===== config.mk =====
export PLATFORM = sky130hd
export DESIGN_NAME = oram_path_writer
export DESIGN_NICKNAME = d
export VERILOG_FILES = /design/src/rtl/common_defs_pkg.sv /design/src/rtl/oram_prefix_match.sv /design/src/rtl/oram_path_writer.sv
export SDC_FILE = /design/constraint.sdc
export NUM_CORES = 1
export LEC_CHECK = 0
export CORE_ASPECT_RATIO = 0.8
export CORE_MARGIN = 1
export CORE_UTILIZATION = 30
export DETAILED_ROUTE_END_ITERATION = 8
export HOLD_SLACK_MARGIN = 0.02
export PLACE_DENSITY = 0.51
export RECOVER_POWER = 100
export SYNTH_ARGS = -nofsm -noshare
export SYNTH_HDL_FRONTEND = slang
export SYNTH_SLANG_ARGS = --single-unit

===== constraint.sdc =====
create_clock -name clk -period 6.8 [get_ports clk]
set_clock_uncertainty 0.15 [all_clocks]
set_input_delay 1.36 -clock clk [delete_from_list [all_inputs] [get_ports clk]]
set_output_delay 1.36 -clock clk [all_outputs]
set_load 0.05 [all_outputs]

===== src/rtl/common_defs_pkg.sv =====
// rtl/common_defs_pkg.sv - shared Path ORAM geometry, tuple/bucket types and helpers
// Contents: tree geometry, oram_tuple_t, oram_bucket_t, path writer FSM states,
// node_addr() heap address of the path node at a given level.
package common_defs_pkg;

   localparam int TREE_DEPTH = 12;
   localparam int K          = 3;
   localparam int ALPHA      = 4;
   localparam int BYTE_WIDTH = 8;

   // {valid, block_id, leaf, data}; valid is the MSB
   typedef struct packed {
      logic                  valid;
      logic [11:0]           block_id;
      logic [TREE_DEPTH-1:0] leaf;
      logic [31:0]           data;
   } oram_tuple_t;

   localparam int TUPLE_W     = $bits(oram_tuple_t);
   localparam int NODE_ADDR_W = TREE_DEPTH + 1;
   localparam int BUCKET_W    = K * TUPLE_W;
   localparam int LEVEL_W     = $clog2(TREE_DEPTH + 1);

   // slot 0 sits in the LSBs
   typedef oram_tuple_t [K-1:0] oram_bucket_t;

   typedef enum logic [1:0] {
      IDLE  = 2'd0,
      SCAN  = 2'd1,
      WRITE = 2'd2,
      DONE  = 2'd3
   } pw_state_t;

   // Heap index of the node at depth 'level' on the path to 'leaf'
   function automatic logic [NODE_ADDR_W-1:0] node_addr(
      input logic [TREE_DEPTH-1:0] leaf,
      input logic [LEVEL_W-1:0]    level
   );
      logic [NODE_ADDR_W-1:0] base;
      logic [NODE_ADDR_W-1:0] off;
      base = (NODE_ADDR_W'(1) << level) - NODE_ADDR_W'(1);
      off  = NODE_ADDR_W'(leaf >> (LEVEL_W'(TREE_DEPTH) - level));
      return base + off;
   endfunction

endpackage


===== src/rtl/oram_prefix_match.sv =====
// rtl/oram_prefix_match.sv - leaf/path prefix match for bucket eligibility
// Ports: tuple_leaf, path_leaf, level in; eligible out (combinational).
// eligible is high when the top 'level' bits of both leaves agree, so the
// tuple may live in the path node at that level; always high at the root.
module oram_prefix_match
   import common_defs_pkg::*;
(
   input  logic [TREE_DEPTH-1:0] tuple_leaf,
   input  logic [TREE_DEPTH-1:0] path_leaf,
   input  logic [LEVEL_W-1:0]    level,
   output logic                  eligible
);

   logic [TREE_DEPTH-1:0] diff;
   logic [LEVEL_W-1:0]    shamt;

   assign diff     = tuple_leaf ^ path_leaf;
   assign shamt    = LEVEL_W'(TREE_DEPTH) - level;
   assign eligible = ((diff >> shamt) == '0);

endmodule


===== src/rtl/oram_path_writer.sv =====
// rtl/oram_path_writer.sv - Path ORAM write-back: evicts stash tuples onto a path, leaf to root
// Ports: clk, rst_n (async active-low); start/path_leaf command; busy/done status;
// stash_idx/stash_tuple/stash_clr stash read+invalidate; mem_wr_valid/ready/addr/bucket
// bucket write request, one per tree level.
module oram_path_writer
   import common_defs_pkg::*;
#(
   parameter int STASH_SIZE = 16
) (
   input  logic                          clk,
   input  logic                          rst_n,
   input  logic                          start,
   input  logic [TREE_DEPTH-1:0]         path_leaf,
   output logic                          busy,
   output logic                          done,
   output logic [$clog2(STASH_SIZE)-1:0] stash_idx,
   input  logic [TUPLE_W-1:0]            stash_tuple,
   output logic                          stash_clr,
   output logic                          mem_wr_valid,
   input  logic                          mem_wr_ready,
   output logic [NODE_ADDR_W-1:0]        mem_wr_addr,
   output logic [BUCKET_W-1:0]           mem_wr_bucket
);

   localparam int IDX_W  = $clog2(STASH_SIZE);
   localparam int FILL_W = $clog2(K + 1);

   pw_state_t             state_q;
   logic [TREE_DEPTH-1:0] leaf_q;
   logic [LEVEL_W-1:0]    level_q;
   logic [IDX_W-1:0]      idx_q;
   logic [FILL_W-1:0]     fill_q;
   oram_bucket_t          slots_q;
   logic                  busy_q;
   logic                  done_q;
   logic                  wr_valid_q;
   logic [NODE_ADDR_W-1:0] wr_addr_q;

   oram_tuple_t cur;
   logic        prefix_ok;
   logic        scan_hit;
   logic        scan_last;

   assign cur = stash_tuple;

   oram_prefix_match u_match (
      .tuple_leaf (cur.leaf),
      .path_leaf  (leaf_q),
      .level      (level_q),
      .eligible   (prefix_ok)
   );

   // The clear has to land in the same cycle as the read; the stash applies
   // it at the next edge, so the entry is already invalid on the next scan.
   assign scan_hit  = (state_q == SCAN) && cur.valid && prefix_ok;
   assign scan_last = (scan_hit && (fill_q == FILL_W'(K - 1))) ||
                      (idx_q == IDX_W'(STASH_SIZE - 1));

   assign busy          = busy_q;
   assign done          = done_q;
   assign stash_idx     = idx_q;
   assign stash_clr     = scan_hit;
   assign mem_wr_valid  = wr_valid_q;
   assign mem_wr_addr   = wr_addr_q;
   // slots fill up during SCAN; only expose them while the write is pending
   assign mem_wr_bucket = wr_valid_q ? slots_q : '0;

   always_ff @(posedge clk or negedge rst_n) begin
      if (!rst_n) begin
         state_q    <= IDLE;
         leaf_q     <= '0;
         level_q    <= '0;
         idx_q      <= '0;
         fill_q     <= '0;
         slots_q    <= '0;
         busy_q     <= 1'b0;
         done_q     <= 1'b0;
         wr_valid_q <= 1'b0;
         wr_addr_q  <= '0;
      end else begin
         case (state_q)
            IDLE: begin
               done_q <= 1'b0;
               if (start) begin
                  leaf_q  <= path_leaf;
                  level_q <= LEVEL_W'(TREE_DEPTH);
                  slots_q <= '0;
                  fill_q  <= '0;
                  idx_q   <= '0;
                  busy_q  <= 1'b1;
                  state_q <= SCAN;
               end
            end

            SCAN: begin
               if (scan_hit) begin
                  slots_q[fill_q] <= cur;
                  fill_q          <= fill_q + FILL_W'(1);
               end
               if (scan_last) begin
                  idx_q      <= '0;
                  wr_valid_q <= 1'b1;
                  wr_addr_q  <= node_addr(leaf_q, level_q);
                  state_q    <= WRITE;
               end else begin
                  idx_q <= idx_q + IDX_W'(1);
               end
            end

            WRITE: begin
               if (mem_wr_ready) begin
                  wr_valid_q <= 1'b0;
                  wr_addr_q  <= '0;
                  slots_q    <= '0;
                  fill_q     <= '0;
                  if (level_q == '0) begin
                     busy_q  <= 1'b0;
                     done_q  <= 1'b1;
                     state_q <= DONE;
                  end else begin
                     level_q <= level_q - LEVEL_W'(1);
                     state_q <= SCAN;
                  end
               end
            end

            DONE: begin
               // start is not looked at here, so a start coinciding with done is dropped
               done_q  <= 1'b0;
               state_q <= IDLE;
            end

            default: state_q <= IDLE;
         endcase
      end
   end

endmodule


======== Yosys cells after proc, flatten, opt, wreduce, memory -nomap -nowiden ========
Index checks and enable logic that the tools add are counted.
storage, ports and cells
  bits in registers ....................... 211
  latch bits .............................. 0
  bits in writable memories ............... 0
  ROM bits ................................ 0
  bits of input ports ..................... 73
  output and inout port bits .............. 192
  logic and storage cells ................. 103
  memories kept ........................... 0
operators by class
  add/sub/neg operators ................... 6
  $mul .................................... 0
  div/mod/pow operators ................... 0
  order comparisons ....................... 2
  eq/ne operators ......................... 11
  shifts and indexed selects .............. 3
  muxes and demuxes ....................... 37
  bitwise logic cells ..................... 1
  reductions and logical operators ........ 22
operators with widths
  kind                   count
  $mux 171               4
  $pmux 171 s3           1
  $bwmux 171             1
  $demux 57 s2           1
  $mux 57                1
  $mux 13                2
  $pmux 13 s2            1
  $mux 4                 5
  $pmux 4 s2             2
  $mux 2                 7
  $add 13x13->13         1
  $shl 1x4->13 const A   1
  $shr 12x4->13          1
  $sub 13x2->13 const B  1
  $logic_not 12->1       1
  $ne 2x2->1 const B     6
  $reduce_and 4->1       3
  $shr 12x4->12          1
  $xor 12x12->12         1
  $reduce_and 3->1       3
  $pmux 2 s4             1
  $reduce_bool 2->1      4
  $mux 1                 7
  $eq 2x2->1 const B     3
  other kinds (17)       23

======== Longest topological paths before layout ========
Gate-level depths: netlist (run 1).
  depth after elaboration ................. 8
  mapped depth ............................ 21
  gate-level depth less buffers ........... 18

======== Modules after synthesis ========
From an unflattened synthesis (run 1), not the netlist that was laid out.
unflattened totals
  cell total of the unflattened synthesis .. 963
  area, all modules ....................... 10567.6 um^2
by module, submodules not included
  module             times used  cells each  area an instance (um^2)  seq. area each (um^2)
  oram_path_writer   1           923         10281.1                  5280.1
  oram_prefix_match  1           40          286.5                    0.0

======== Least setup slack after synthesis (run 1) ========
No wires, ideal clock.
  kind .................................... in2out
  from .................................... in stash_tuple[40]
  to ...................................... out stash_clr
  arrival ................................. 3.255 ns
  required time ........................... 5.290 ns
  slack ................................... 2.035 ns
  stages on the path ...................... 5
  cell sequence ........................... xnor2_1 > o21ai_1 > a211oi_1 > a31oi_4 > nor3_1
on the way
  longest elaborated chain between the ends .. 4
ends and longest elaborated chain
  what               RTL line                 source
  from (decl)        oram_path_writer.sv:17   input logic [TUPLE_W-1:0] stash_tuple,
  $xor 12x12->12     oram_prefix_match.sv:17  assign diff = tuple_leaf ^ path_leaf;
  $shr 12x4->12      oram_prefix_match.sv:19  assign eligible = ((diff >> shamt) == '0);
  $logic_not 12->1   oram_prefix_match.sv:19
  $logic_and 1x1->1  oram_path_writer.sv:55   assign scan_hit = (state_q == SCAN) && cur.valid && prefix_ok;
  to (decl)          oram_path_writer.sv:18   output logic stash_clr,
No other way between the ends.

======== Worst setup path in the final report (run 1) ========
  from .................................... reg level_q[0]
  to ...................................... reg slots_q[101] in the netlist's numbering
on the way
  longest elaborated chain between the ends .. 6
ends and longest elaborated chain
  what                               RTL line                 source
  from (decl)                        oram_path_writer.sv:30   logic [LEVEL_W-1:0] level_q;
  from (signal assigned)             oram_path_writer.sv:86   level_q <= LEVEL_W'(TREE_DEPTH);
  from (signal assigned)             oram_path_writer.sv:121  level_q <= level_q - LEVEL_W'(1);
  $sub 4x4->4                        oram_prefix_match.sv:18  assign shamt = LEVEL_W'(TREE_DEPTH) - level;
  $shr 12x4->12                      oram_prefix_match.sv:19
  $logic_not 12->1                   oram_prefix_match.sv:19
  $logic_and 1x1->1                  oram_path_writer.sv:55
  $ne 2x2->1 (no source line)        --
  $reduce_and 4->1 (no source line)  --
  to (signal, indexed assignment)    oram_path_writer.sv:97   slots_q[fill_q] <= cur;
  to (decl)                          oram_path_writer.sv:33   oram_bucket_t slots_q;
No other way between the ends.
A chain may end at the register's enable or synchronous reset.

==> results.sh, run 1 <==
export IMPL_cp_arrival_ns=6.17
export IMPL_die_y_um=179
export IMPL_postRouteAntennaNets=0
export IMPL_status="finished with violations"
export IMPL_switchingPower_uw=3280
export IMPL_hold_buffers=0
export IMPL_cts_setup_buffers=0
export IMPL_die_area_um2=40200
export IMPL_p_int_uw=3650
export IMPL_routed_via_count=10200
export IMPL_timing_rr_start="level_q[0]"
export IMPL_final_net_count=1580
export IMPL_fp_dieW_um=224
export IMPL_clock_root_buffer="clkbuf_16"
export IMPL_ff2ff_setup_slack_ns=0.77
export IMPL_cap_viol_max_count=3
export IMPL_place_gp_congestion=0.805
export IMPL_clk_path_buf_depth=3
export IMPL_worst_r2r_path_depth=12
export IMPL_finalSetupViolations=0
export IMPL_violations="max-capacitance violations, max-slew violations"
export IMPL_rows=64
export IMPL_cts_tree="yes"
export IMPL_max_freq_ghz=0.166
export IMPL_wl_um=39100
export IMPL_syn_nets=1370
export IMPL_synth_seq_cells=211
export IMPL_layout_commonest_cell="nand2_1"
export IMPL_drc=0
export IMPL_hold_end="mem_wr_addr[7]"
export IMPL_r2r_end="slots_q[101]"
export IMPL_p_leak_uw=0.00715
export IMPL_hp_class="reg2reg"
export IMPL_sw_frac_of_total=0.473
export IMPL_rsz0062_at_grt="false"
export IMPL_clk_latency_ns=0.54
export IMPL_min_delay_start="mem_wr_addr[7]"
export IMPL_seq_power_share=0.238
export IMPL_clk_pin_slew_ns=0.06
export IMPL_grt_overflow=0
export IMPL_diodes=0
export IMPL_timing_setup_critical_path_class="reg2reg"
export IMPL_first_pass_iters=5
export IMPL_placed_cell_area_um2=14800
export IMPL_synth_edff_count=0
export IMPL_power_density_nw_per_um2=444
export IMPL_io_buffers=264
export IMPL_antenna_found_initial=1
export IMPL_cts_max_level=1
export IMPL_hpwl_um=25500
export IMPL_cts_made_buffers=26
export IMPL_core_area_um2=38500
export IMPL_startpoint_type="flop"
export IMPL_post_route_period_util=0.887
export IMPL_holdPathStages=1
export IMPL_drive_above_1_share=0.0611
export IMPL_area_delta_synth_final_pct=32.1
export IMPL_ir_drop_mv=0.361
export IMPL_cp_max_fo=47
export IMPL_min_period_ns=6.03
export IMPL_grt_total_usage=0.194
export IMPL_grt_max_degree=113
export IMPL_pin_count=265
export IMPL_power_frac_comb=0.560
export IMPL_syn_area_um2=11800
export IMPL_cp_required_ns=6.93
export IMPL_netlist_instances=1259
export IMPL_maxSlewHeadroom=-0.947
export IMPL_ys_async_sr_fraction=1.00
export IMPL_synth_ff_type="dfrtp_1"
export IMPL_ys_seq_area_frac=0.447
export IMPL_cts_resized_gates=0
export IMPL_drt_first_iter_violations=741
export IMPL_grt_first_pass_wirelength_um=61500
export IMPL_viasPerCell=5.04
export IMPL_clockPowerShare=0.202
export IMPL_grt_pass1_vias=10200
export IMPL_synth_distinct_cells=62
export IMPL_finish_instance_area_um2=15600
export IMPL_tightest_slew_ns=2.92
export IMPL_synth_area_per_cell_um2=9.38
export IMPL_yosys_warnings=0
export IMPL_end_kind="flop"
export IMPL_hold_viol=0
export IMPL_layout_common_cells="297 x nand2_1, 210 x dfrtp_1, 191 x dlygate4sd3_1"
export IMPL_slew_violations=213
export IMPL_setup_tns_ns=0
export IMPL_initial_utilization=0.307
export IMPL_wl_per_cell_um=19.4
export IMPL_clock_sinks=211
## worst max-delay path by stage
stage | startpoint | end | slack [ns] | cells past startpoint
after CTS | level_q[0] | stash_clr | 0.89 | 9
after floorplan | stash_tuple[40] | stash_clr | 2.04 | 5
after detailed placement | stash_tuple[38] | stash_clr | 1.20 | 7
final | level_q[0] | slots_q[101] | 0.77 | 12
after global routing | level_q[0] | slots_q[101] | 0.34 | 12
after global placement | stash_tuple[40] | stash_clr | 1.21 | 7
## worst max-delay path: stages (launching register included)
cell      delay (ns)
dfrtp_1         0.32
buf_4           0.28
inv_1           0.29
ha_1            0.34
ha_1            0.61
nor2b_1         0.09
o21ai_0         0.21
a211oi_2        0.10
a31oi_1         0.62
nor3b_1         0.19
nand2_2         0.09
clkbuf_1        2.07
o221ai_1        0.41
## synthesized netlist by cell type (6+ instances only)
cell type | count | area share
a21oi_1 | 21 | 0.0089
a22o_1 | 58 | 0.043
a31o_1 | 9 | 0.0067
a32o_1 | 10 | 0.0085
and2_1 | 174 | 0.092
buf_2 | 21 | 0.0089
buf_6 | 8 | 0.0076
clkbuf_1 | 61 | 0.019
dfrtp_1 | 211 | 0.45
ha_1 | 37 | 0.039
inv_1 | 42 | 0.013
mux2_1 | 11 | 0.010
mux2_2 | 17 | 0.016
mux2i_1 | 9 | 0.0076
nand2_1 | 299 | 0.095
nor2_1 | 28 | 0.0089
nor2b_1 | 6 | 0.0032
nor3_1 | 9 | 0.0038
o21a_1 | 7 | 0.0045
o21ai_0 | 28 | 0.012
o21ai_1 | 8 | 0.0034
o221ai_1 | 92 | 0.068
xnor2_1 | 18 | 0.013
## layout make-up
cell class,count,area [um^2]
Timing Repair Buffer,278,2740
Tap cell,528,661
Clock inverter,9,78.8
Multi-Input combinational cell,908,5900
Clock buffer,39,781
Fill cell,3830,22900
Inverter,44,165
Sequential cell,211,5280
## stage by stage
| stage | hold slack [ns] | worst slack (ns) | total power [uW] | instances | utilization |
|---|---|---|---|---|---|
| after floorplan | 0.308 | 2.04 | 4530 | 1259 | - |
| after global placement | 0.319 | 1.21 | 5620 | 1969 | 0.385 |
| after detailed placement | 0.324 | 1.20 | 5640 | 1969 | 0.385 |
| after CTS | 0.337 | 0.892 | 7070 | 2017 | 0.407 |
| after global routing | 0.348 | 0.336 | 7460 | 2017 | 0.405 |
| final | 0.328 | 0.765 | 6930 | 2017 | 0.405 |
## cells by family after synthesis
kind of cell | after synthesis | share of synthesized area
simple gates | 540 | 0.218
compound gates | 267 | 0.183
flops | 211 | 0.447
buf+inv | 140 | 0.0529
mux | 40 | 0.0401
fa+ha+maj | 38 | 0.0409
xor+xnor | 23 | 0.0183
## power by group through the flow
stage	clock, uW	sequential (uW)	combinational (uW)
2_1_floorplan	0	1720	2800
3_3_place_gp	0	1670	3950
5_1_grt	1490	1680	4290
6_report	1400	1650	3880
3_5_place_dp	0	1670	3960
4_1_cts	1440	1650	3970
## per-layer routing
metal | track usage | part of all wire
met1 | 0.284 | 0.49
met2 | 0.292 | 0.43
met3 | 0.0436 | 0.068
met4 | 0.0353 | 0.017
met5 | 0 | 0.00043
## registers in the layout (all words and copies together), names as in the netlist
name          flops
mem_wr_addr      13
mem_wr_valid      1
level_q           4
done              1
leaf_q           12
stash_idx         4
fill_q            2
slots_q         171
state_q           2
busy              1
No activity file was read; power rests on OpenSTA's default activity.
==> inputs of run 2 (changes only) <==
--- a/config.mk
+++ b/config.mk
@@ -5,6 +5,7 @@
 export SDC_FILE = /design/constraint.sdc
 export NUM_CORES = 1
 export LEC_CHECK = 0
+export CAP_MARGIN = 0
 export CORE_ASPECT_RATIO = 0.8
 export CORE_MARGIN = 1
 export CORE_UTILIZATION = 30
==> results of run 2 <==
Same layout as run 1: the final DEF is identical, and so are final timing and power.
==> inputs of run 3 (changes only) <==
--- a/config.mk
+++ b/config.mk
@@ -7,8 +7,9 @@
 export LEC_CHECK = 0
 export CAP_MARGIN = 0
 export CORE_ASPECT_RATIO = 0.8
-export CORE_MARGIN = 1
+export CORE_MARGIN = 3
 export CORE_UTILIZATION = 30
+export CTS_CLUSTER_DIAMETER = 30
 export DETAILED_ROUTE_END_ITERATION = 8
 export HOLD_SLACK_MARGIN = 0.02
 export PLACE_DENSITY = 0.51
==> results.sh, run 3 (synthesis gave the netlist of run 1 again) <==
export IMPL_status="finished with violations"
export IMPL_violations="max-capacitance violations, max-slew violations"
export IMPL_grt_first_pass_wirelength_um=63900
export IMPL_p_int_uw=4790
export IMPL_hp_class="reg2reg"
export IMPL_area_delta_synth_final_pct=42.0
export IMPL_power_density_nw_per_um2=498
export IMPL_hpwl_um=26100
export IMPL_wl_um=40200
export IMPL_cts_setup_buffers=0
export IMPL_wl_per_cell_um=19.4
export IMPL_holdPathStages=1
export IMPL_sw_frac_of_total=0.427
export IMPL_grt_max_degree=121
export IMPL_slew_violations=178
export IMPL_fp_dieW_um=228
export IMPL_drive_above_1_share=0.0960
export IMPL_setup_tns_ns=0
export IMPL_path_cells="buf_4 > inv_1 > ha_1 > nor2_1 > o2bb2ai_1 > o31ai_1 > a31oi_1 > nor3_1 > dlygate4sd3_1"
export IMPL_diodes=0
export IMPL_drt_first_iter_violations=725
export IMPL_hold_buffers=0
export IMPL_cp_arrival_ns=4.58
export IMPL_fillers=3719
export IMPL_routed_via_count=10500
export IMPL_clock_root_buffer="clkbuf_16"
export IMPL_clk_path_buf_depth=3
export IMPL_hold_slack_ns=0.326
export IMPL_worst_r2r_path_depth=12
export IMPL_finalSetupViolations=0
export IMPL_clock_sinks=211
export IMPL_hold_viol=0
export IMPL_cts_resized_gates=0
export IMPL_cpMaxStageDelayCell="dlygate4sd3_1"
export IMPL_power_frac_comb=0.467
export IMPL_core_area_um2=38500
export IMPL_cts_made_buffers=56
export IMPL_clk_latency_ns=0.57
export IMPL_grt_overflow=0
export IMPL_clk_pin_slew_ns=0.04
export IMPL_seq_power_share=0.198
export IMPL_min_period_ns=6.09
export IMPL_clockPowerShare=0.335
export IMPL_rows=64
export IMPL_cp_num_buf_inv=3
export IMPL_pin_count=265
export IMPL_startpoint_type="flop"
export IMPL_place_gp_congestion=0.822
export IMPL_regMostFlops="slots_q"
export IMPL_end_kind="primary output"
export IMPL_switchingPower_uw=3560
export IMPL_hold_end="mem_wr_addr[0]"
export IMPL_io_buffers=264
export IMPL_cpPeakStageDelay_ns=0.93
export IMPL_rsz0062_at_grt="false"
export IMPL_grt_total_usage=0.190
export IMPL_layout_commonest_cell="nand2_1"
export IMPL_tightest_slew_ns=3.26
export IMPL_post_route_period_util=0.895
export IMPL_cp_max_fo=23
export IMPL_cts_max_level=2
export IMPL_die_y_um=183
export IMPL_cts_tree="yes"
export IMPL_regArea_um2=5280
export IMPL_cap_viol_max_count=2
export IMPL_largest_register_ffs=171
export IMPL_maxSlewHeadroom=-1.17
export IMPL_cp_top_family="buffers and inverters"
export IMPL_final_net_count=1610
export IMPL_timing_setup_critical_path_class="reg2out"
export IMPL_drc=0
export IMPL_grt_pass1_vias=10800
export IMPL_r2r_end="slots_q[165]"
export IMPL_max_freq_ghz=0.164
export IMPL_cp_required_ns=5.29
export IMPL_timing_rr_start="level_q[0]"
export IMPL_min_delay_start="mem_wr_addr[0]"
export IMPL_postRouteAntennaNets=0
export IMPL_viasPerCell=5.08
export IMPL_p_leak_uw=0.00770
export IMPL_die_area_um2=41800
export IMPL_layout_common_cells="297 x nand2_1, 210 x dfrtp_1, 192 x dlygate4sd3_1"
export IMPL_antenna_found_initial=1
export IMPL_ir_drop_mv=0.337
export IMPL_initial_utilization=0.307
export IMPL_multiInputGateArea_um2=5910
export IMPL_ff2ff_setup_slack_ns=1.08
export IMPL_first_pass_iters=5
## run 3: worst register-to-register path, cell delays in order (launching register included)
cell and delay (ns):
dfrtp_1 0.31, buf_4 0.27, inv_1 0.28, ha_1 0.87, nor2_1 0.20, o2bb2ai_1 0.18
o31ai_1 0.22, a31oi_1 0.35, nor3b_4 0.26, clkbuf_1 0.89, and3_2 0.83, clkbuf_2 0.57
a22o_1 0.24
## run 3: layout make-up
class,count,share of cell area
multi-input combinational,908,0.352
timing repair buffer,278,0.163
clock buffer,69,0.0912
clock inverter,32,0.0286
inverter,44,0.00985
tap,528,0.0394
sequential,211,0.315
## run 3: power groups by stage
| stage | registers [uW] | logic, uW | clock network (uW) |
|---|---|---|---|
| final | 1660 | 3900 | 2800 |
| after detailed placement | 1680 | 3960 | 0 |
| after floorplan | 1720 | 2800 | 0 |
| after global placement | 1680 | 3920 | 0 |
| after CTS | 1660 | 3980 | 2850 |
| after global routing | 1690 | 4320 | 2920 |
## run 3: stage by stage
step | instance area, um^2 | setup slack, ns | cells | total power (uW) | utilization
final | 16800 | 0.714 | 2070 | 8350 | 0.435
after global routing | 16800 | 0.393 | 2070 | 8930 | 0.435
after CTS | 16800 | 0.853 | 2070 | 8490 | 0.437
after global placement | 14800 | 1.20 | 1969 | 5600 | 0.385
after floorplan | 11800 | 2.04 | 1259 | 4530 | -
after detailed placement | 14800 | 1.21 | 1969 | 5640 | 0.385
## run 3: layer usage
layer	routed length [um]	track usage	vias to the layer above	part of all wire
met5	7	0	-	0.00017
met3	3250	0.0595	53	0.081
met4	622	0.0447	2	0.015
met1	18900	0.267	5226	0.47
met2	17400	0.285	351	0.43
li1	-	-	4887	-
## run 3: how the worst max path moves through the flow
stage	startpoint	end	slack, ns	cells after the start
3_5_place_dp	stash_tuple[40]	stash_clr	1.21	7
3_3_place_gp	stash_tuple[40]	stash_clr	1.20	7
4_1_cts	level_q[0]	stash_clr	0.85	9
5_1_grt	level_q[0]	stash_clr	0.39	9
6_report	level_q[0]	stash_clr	0.71	9
2_1_floorplan	stash_tuple[40]	stash_clr	2.04	5
